`src/rtl/frame_mode_scheduler.sv`:
```
`default_nettype none
// ============================================================================
// Module   : frame_mode_scheduler
// Purpose  : Steps the frame transmitter through its four Mode settings. For
//            each mode it re-arms the frame-sync FSM, waits for lock, and
//            requires LOCK_FRAMES clean locked frames before recording a pass.
//            It also keeps a sticky Fail flag (lock timeout) and a saturating
//            loss-of-sync count.
// Options  : SCHED_ABORT_ON_FAIL_EN - when defined, a lock timeout ends the
//            schedule immediately (DONE). When undefined, the schedule moves
//            on to the next mode.
// Revision : 1.0 - initial release
// ============================================================================
module frame_mode_scheduler #(
    parameter int unsigned PAYLOAD_BITS = 64,
    parameter int unsigned LOCK_FRAMES  = 4,
    parameter int unsigned TIMEOUT      = 2048,
    parameter logic [1:0]  START_MODE   = 2'b00
) (
    input  logic       Clock,
    input  logic       Reset,
    input  logic       Start,
    input  logic [1:0] SyncState,
    input  logic       DataOutEn,
    output logic [1:0] Mode,
    output logic       TxEnable,
    output logic       ResyncReq,
    output logic       Busy,
    output logic       Done,
    output logic       Fail,
    output logic [3:0] ModePass,
    output logic [7:0] LossCount
);

    // Counter widths: timeout counter holds TIMEOUT-1, bit counter holds
    // PAYLOAD_BITS-1, frame counter holds LOCK_FRAMES.
    localparam int unsigned TMO_W = (TIMEOUT > 1) ? $clog2(TIMEOUT) : 1;
    localparam int unsigned BIT_W = (PAYLOAD_BITS > 1) ? $clog2(PAYLOAD_BITS) : 1;
    localparam int unsigned FRM_W = $clog2(LOCK_FRAMES + 1);

    localparam logic [TMO_W-1:0] TMO_LAST = TMO_W'(TIMEOUT - 1);
    localparam logic [BIT_W-1:0] BIT_LAST = BIT_W'(PAYLOAD_BITS - 1);
    localparam logic [FRM_W-1:0] FRM_LAST = FRM_W'(LOCK_FRAMES - 1);

    typedef enum logic [2:0] {
        S_IDLE      = 3'd0,
        S_ARM       = 3'd1,
        S_WAIT_LOCK = 3'd2,
        S_RUN       = 3'd3,
        S_NEXT      = 3'd4,
        S_DONE      = 3'd5
    } state_t;

    state_t           state_q, state_d;
    logic [1:0]       mode_q, mode_d;
    logic             fail_q, fail_d;
    logic [3:0]       pass_q, pass_d;
    logic [7:0]       loss_q, loss_d;
    logic [TMO_W-1:0] tmo_q, tmo_d;
    logic [BIT_W-1:0] bit_q, bit_d;
    logic [FRM_W-1:0] frame_q, frame_d;
    logic             txen_q, resync_q, busy_q, done_q;

    // Next-state and datapath update for the schedule sequencer.
    always_comb begin
        state_d = state_q;
        mode_d  = mode_q;
        fail_d  = fail_q;
        pass_d  = pass_q;
        loss_d  = loss_q;
        tmo_d   = tmo_q;
        bit_d   = bit_q;
        frame_d = frame_q;

        case (state_q)
            // Start only matters when no schedule is in flight; a new schedule
            // wipes the previous results.
            S_IDLE, S_DONE: begin
                if (Start) begin
                    state_d = S_ARM;
                    mode_d  = START_MODE;
                    pass_d  = '0;
                    fail_d  = 1'b0;
                    loss_d  = '0;
                end
            end

            S_ARM: begin
                tmo_d   = '0;
                frame_d = '0;
                bit_d   = '0;
                state_d = S_WAIT_LOCK;
            end

            // Lock takes priority over a timeout landing in the same cycle.
            // Strobes seen here are not payload of a locked frame.
            S_WAIT_LOCK: begin
                if (SyncState[1]) begin
                    state_d = S_RUN;
                    frame_d = '0;
                    bit_d   = '0;
                end else if (tmo_q == TMO_LAST) begin
                    fail_d  = 1'b1;
`ifdef SCHED_ABORT_ON_FAIL_EN
                    state_d = S_DONE;
`else
                    state_d = S_NEXT;
`endif
                end else begin
                    tmo_d = tmo_q + 1'b1;
                end
            end

            // Loss of sync beats frame completion in the same cycle. The
            // verify state (01) is neither loss nor lock, so counting goes on.
            S_RUN: begin
                if (SyncState == 2'b00) begin
                    if (loss_q != 8'hFF) begin
                        loss_d = loss_q + 8'd1;
                    end
                    state_d = S_ARM;
                end else if (DataOutEn) begin
                    if (bit_q == BIT_LAST) begin
                        bit_d   = '0;
                        frame_d = frame_q + 1'b1;
                        if (frame_q == FRM_LAST) begin
                            pass_d[mode_q] = 1'b1;
                            state_d        = S_NEXT;
                        end
                    end else begin
                        bit_d = bit_q + 1'b1;
                    end
                end
            end

            // The schedule always ends after mode 11; Mode never wraps.
            S_NEXT: begin
                if (mode_q == 2'b11) begin
                    state_d = S_DONE;
                end else begin
                    mode_d  = mode_q + 2'd1;
                    state_d = S_ARM;
                end
            end

            default: begin
                state_d = S_IDLE;
            end
        endcase
    end

    // State/counter registers; the strobe-style outputs are decoded from the
    // next state so that they are registered yet line up with the state.
    always_ff @(posedge Clock) begin
        if (Reset) begin
            state_q  <= S_IDLE;
            mode_q   <= START_MODE;
            fail_q   <= 1'b0;
            pass_q   <= '0;
            loss_q   <= '0;
            tmo_q    <= '0;
            bit_q    <= '0;
            frame_q  <= '0;
            txen_q   <= 1'b0;
            resync_q <= 1'b0;
            busy_q   <= 1'b0;
            done_q   <= 1'b0;
        end else begin
            state_q  <= state_d;
            mode_q   <= mode_d;
            fail_q   <= fail_d;
            pass_q   <= pass_d;
            loss_q   <= loss_d;
            tmo_q    <= tmo_d;
            bit_q    <= bit_d;
            frame_q  <= frame_d;
            txen_q   <= (state_d == S_WAIT_LOCK) || (state_d == S_RUN);
            resync_q <= (state_d == S_ARM);
            busy_q   <= (state_d == S_ARM) || (state_d == S_WAIT_LOCK) ||
                        (state_d == S_RUN) || (state_d == S_NEXT);
            done_q   <= (state_d == S_DONE);
        end
    end

    assign Mode      = mode_q;
    assign TxEnable  = txen_q;
    assign ResyncReq = resync_q;
    assign Busy      = busy_q;
    assign Done      = done_q;
    assign Fail      = fail_q;
    assign ModePass  = pass_q;
    assign LossCount = loss_q;

endmodule

`default_nettype wire

```
`config.mk`:
```
export PLATFORM = sky130hd
export DESIGN_NAME = frame_mode_scheduler
export DESIGN_NICKNAME = d
export VERILOG_FILES = /design/src/rtl/frame_mode_scheduler.sv
export SDC_FILE = /design/constraint.sdc
export NUM_CORES = 1
export LEC_CHECK = 0
export BUFFER_PORTS_ARGS = -buffer_cell sky130_fd_sc_hd__buf_2
export CORE_MARGIN = 4
export CORE_UTILIZATION = 52
export CTS_CLUSTER_SIZE = 10
export DETAILED_ROUTE_END_ITERATION = 7
export PLACE_DENSITY_LB_ADDON = 0.05
export RECOVER_POWER = 25
export SETUP_SLACK_MARGIN = 0.05
export SLEW_MARGIN = 20
export SYNTH_ARGS = -nofsm -noshare
export SYNTH_HDL_FRONTEND = slang
export SYNTH_SLANG_ARGS = --single-unit
```
`constraint.sdc`:
```
create_clock -name Clock -period 1.5 [get_ports Clock]
set_input_delay 0.3 -clock Clock [delete_from_list [all_inputs] [get_ports Clock]]
set_output_delay 0.3 -clock Clock [all_outputs]
set_load 0.03 [all_outputs]
```
=== Yosys cells after proc, flatten, opt, wreduce, memory -nomap -nowiden ===
Index checks and enable logic that the tools add are counted.

* Flip-flop bits (word level): 42
* Bits of input ports: 6
* Output and inout bits: 19
* Logic and storage cells: 108

* Add/sub/neg operators: 5
* Order comparisons: 2
* Equality and inequality tests: 27
* Muxes and demuxes: 41
* Bitwise gates (word level): 1
* Reduce and logical (&&, ||, !) cells: 20

{| class="wikitable"
|+ Operators with widths
! kind !! number
|-
| $mux 3 || 12
|-
| $mux 6 || 4
|-
| $mux 8 || 3
|-
| $ne 2x2->1 const B || 12
|-
| $mux 11 || 2
|-
| $pmux 11 s2 || 1
|-
| $mux 4 || 5
|-
| $pmux 6 s3 || 1
|-
| $pmux 8 s2 || 1
|-
| $eq 3x2->1 const B || 5
|-
| $pmux 3 s5 || 1
|-
| $eq 3x3->1 const B || 4
|-
| $reduce_and 4->1 || 3
|-
| $add 11x1->11 const B || 1
|-
| $eq 11x11->1 const B || 1
|-
| $pmux 3 s3 || 1
|-
| $add 8x1->8 const B || 1
|-
| $ne 8x8->1 const B || 1
|-
| $pmux 4 s2 || 1
|-
| $reduce_bool 2->1 || 4
|-
| $add 6x1->6 const B || 1
|-
| $eq 3x1->1 const B || 2
|-
| $eq 6x6->1 const B || 1
|-
| $reduce_and 3->1 || 2
|-
| other kinds (19) || 26
|}

=== Depth between registers and ports, before layout ===
* Depth in word-level cells: 10
* Mapped depth: 6
* Gate-level depth less buffers: 6

=== Worst setup path after synthesis ===
Ideal clock, no wire load.

* Kind: reg-to-reg
* Start point: register state_q[0]
* End point: register bit_q[5]
* Setup time: 70 ps
* Data arrival time: 1,578 ps
* Required time: 1,430 ps
* Path slack: -148 ps
* Cell stages (with the launch flop): 6
* Buffers on the path: 1
* Period minus slack after synthesis: 1,648 ps
* Path through: dfxtp_1 buf_6 a21oi_2 or4b_4 or4_1 a21oi_1

* Longest elaborated chain between the ends: 3
* Elaborated cells between the ends (all ways): 9
* Classes of those cells: eq/ne (6); mux (1); reduce/logical (2)

{| class="wikitable"
|+ Ends and longest elaborated chain
! what !! RTL line !! source
|-
| start: declaration || 54 || <nowiki>state_t state_q, state_d;</nowiki>
|-
| start signal: assignment || 169 || <nowiki>state_q <= state_d;</nowiki>
|-
| $eq 3x2->1 / $eq 3x1->1 (equally long branches) || 75 || <nowiki>case (state_q)</nowiki>
|-
| $ne 2x2->1 (no source line) / $reduce_bool 3->1 (equally long branches) || -- ||
|-
| $reduce_and 4->1 (no source line) || -- ||
|-
| end signal: assignment || 175 || <nowiki>bit_q <= bit_d;</nowiki>
|-
| end: declaration || 60 || <nowiki>logic [BIT_W-1:0] bit_q, bit_d;</nowiki>
|}

Parallel ways exist; a longest one is shown, timed or not.
A chain may end at the register's enable or synchronous reset.

=== Final worst setup path ===
* Start point: register bit_q[1]
* End point: register bit_q[5]

* Longest elaborated chain between the ends: 5
* Elaborated cells between the ends (all ways): 6
* Classes of those cells: add/sub (1); eq/ne (1); mux (4)

{| class="wikitable"
|+ Ends and longest elaborated chain
! what !! RTL line !! source
|-
| $add 6x1->6 / $eq 6x6->1 (equally long branches) || 131, 123 ||
|-
| $mux 6 (*) || 123 || <nowiki>if (bit_q == BIT_LAST) begin</nowiki>
|-
| $mux 6 (*) || 122 || <nowiki>end else if (DataOutEn) begin</nowiki>
|-
| $mux 6 (*) || 117 || <nowiki>if (SyncState == 2'b00) begin</nowiki>
|-
| $pmux 6 s3 (*) || 75 ||
|}

Every way passes the cells marked *; elsewhere a longest branch is shown, timed or not. The select of a mux whose other input is x is not followed.

==> results_dict.tcl <==
set metrics [dict create \
    syn2layout_area_growth_pct 50.2 \
    ys_seq_area_share_pct 38.8 \
    fmax_mhz 638 \
    required_ps 1720 \
    drive_gt1_share_pct 50.1 \
    period_share_pct 104 \
    fin_tns_setup_ps -182 \
    status "complete, but fails checks" \
    fin_nets 352 \
    leakage_nw 1.22 \
    violations "setup timing" \
    postLayoutSetupSlackWorst_ps -67.4 \
    die_h_um 72.6 \
    core-area_sq_mm 0.00403 \
    synth_area_leaders "dfxtp_1 (39%), ha_1 (5.2%), a21oi_1 (4.6%)" \
    clk_latency_ps 290 \
    dp_slack_ps -158 \
    worstSetupStartpointType "flip-flop" \
    drtAntennaViolNets 0 \
    vias_per_cell 5.94 \
    ys.warnings.count 0 \
    clkSinkCount 42 \
    synthFlopType "dfxtp_1" \
    endpoint_kind "flip-flop" \
    root_buffer "clkbuf_8" \
    crit_path_max_fanout 4 \
    drc 0 \
    netlist_instances 255 \
    drt_iter0_markers 188 \
    post-synth-top-count-cell "dfxtp_1" \
    ys_types 48 \
    path_clk_slew_ps 80 \
    setup_violations 7 \
    syn-num-nets 270 \
    crit_arrival_ps 1790 \
    grt_usage_pct 22.2 \
    gp_congestion 0.856 \
    initial_utilization_pct 53.8 \
    worst_pin_slew_ps 417 \
    period_needed_ps 1570 \
    wl_per_cell_um 15.4 \
    gr-total-overflow 0 \
    grt_pass1_wl_um 9320 \
    syn_area_per_cell_sq_um 8.50 \
    rows 23 \
    grt_pass1_vias 2019 \
    synth_top_area_cell "dfxtp_1" \
    irDropWorstVdd_mv 0.581 \
    ys_ff_latch 42 \
    synth_top_area_share_pct 38.8 \
    die_w_um 72.6 \
    io_pins 25 \
    routed_wl_um 5980 \
    netlist_area_sq_mm 0.00217 \
    num_antenna_cells 0 \
    p_per_area_mw_per_mm2 762 \
    firstDrtPassIters 4 \
    clockBufferDepth 2 \
    cts_buffers 5 \
    htreeDepth 2 \
    finalHoldViolCount 0 \
    grt_max_degree 16 \
    synthTopCellsByCount "dfxtp_1 (42), a21oi_1 (20), nor2_1 (17)" \
    num_vias 2299 \
    die-area_sq_mm 0.00526 \
    clock_skew_ps 3.12 \
    synth_edf_count 0 \
    detailed_place_hpwl_um 3830 \
    slew_violations 0 \
    relSlewSlack_pct 72.1 \
    antenna_found_initial 0 \
    maxCapViolCount 0 \
    worstSetupPathType "reg -> reg" \
    hold_path_class "in -> reg" \
    grt_setup_unrepaired "true" \
    cts_tree "built" \
    synthArstFlopShare_pct 0 \
    io_buffers 24 \
]
==> registers in the layout (all words and copies together), names as in the netlist, 2 cells and up <==
name       count
ModePass       4
LossCount      8
bit_q          6
frame_q        3
state_q        3
tmo_q         11
Mode           2
==> critical path: stages (launching register included) <==
cell     delay, ps
dfxtp_2        370
nand2_1         70
or4b_4         530
or4_1          400
a21oi_1        130
==> power breakdown <==
part           switching (mW)  internal [mW]  leakage, nW  total (mW)
logic                   0.328          0.280        0.832       0.608
registers              0.0311           1.15        0.351        1.18
clock network           0.369          0.321       0.0383       0.690
total                   0.728           1.75         1.22        2.48
==> per-stage QoR <==
step           util [%]  instances  hold slack (ps)  instance area [sq um]  total power, mW
6_report           80.8        387              420                   3250             2.48
5_1_grt            80.8        387              443                   3250             2.59
4_1_cts            74.3        382              402                   2990             2.41
3_5_place_dp       66.6        365              455                   2690             1.64
3_3_place_gp       66.6        365              442                   2690             1.64
2_1_floorplan         -        255              440                   2220             1.49
==> cell type report <==
class | instances | area, sq um
Timing Repair Buffer | 86 | 594
Fill cell | 248 | 774
Multi-Input combinational cell | 191 | 1600
Clock buffer | 7 | 76.3
Inverter | 11 | 41.3
Sequential cell | 42 | 878
Tap cell | 50 | 62.6
==> timing repair <==
action / CTS / global route
resized for setup: 43 / 51
hold buffers: 0 / 0
gates cloned: 1 / 0
endpoints found under the setup margin: 34 / 40
pin swaps: 24 / 12
buffers inserted: 9 / 5
==> placed cells by master (no fill, tap or decap), types with 3 or more instances in the layout <==
master    synthesis  layout
a211oi_2          0       3
ha_1              9       4
or4_1             6       3
or4_4             0       3
clkbuf_1          6      10
a31oi_1           8       6
nand3_1          13       8
inv_1            11      11
ha_4              0       5
and3_1            7       5
nand2_1          15      14
buf_2             5      16
nand3_2           0       4
dfxtp_1          42      22
o21ai_1           0       3
o21ai_0          12       7
clkbuf_8          0       5
a21oi_1          20      12
a21oi_2           1       9
dfxtp_2           0      15
dfxtp_4           0       5
nor3_1            5       3
nand2b_1          6       5
buf_6             1       5
o31ai_2           0       3
nor2_1           17      13
nand4_1           7       7
o31ai_1          10       7
buf_4             0      57
or2_2             4       3
mux2i_1           3       3
or3_1            10      10
==> cell families after synthesis <==
kind of cell / after synthesis / share of synthesized area (%)
multiplexers: 4 / 1.91
flip-flops: 42 / 38.8
XOR/XNOR: 2 / 0.808
AND/OR/NAND/NOR: 104 / 27.5
adder cells (fa/ha/maj): 9 / 5.20
buffers and inverters: 23 / 4.62
AO/OA/AOI/OAI: 71 / 21.2
==> layer usage <==
| layer | global-route usage [%] | up-vias | wire length (um) |
|---|---|---|---|
| met5 | 0 | - | 0 |
| li1 | - | 1124 | - |
| met4 | 6.35 | 0 | 97 |
| met3 | 4.16 | 10 | 207 |
| met1 | 29.2 | 1115 | 2770 |
| met2 | 37.1 | 50 | 2900 |
==> path summary, 6_finish.rpt <==
check             from   endpoint  slack [ps]  cells after the start
max           bit_q[1]   bit_q[5]         -70                      4
max reg2reg   bit_q[1]   bit_q[5]         -70                      4
min              Reset    Mode[0]         420                      3
min reg2reg  tmo_q[10]  tmo_q[10]         470                      1
Power figures use the tool's default switching activity.
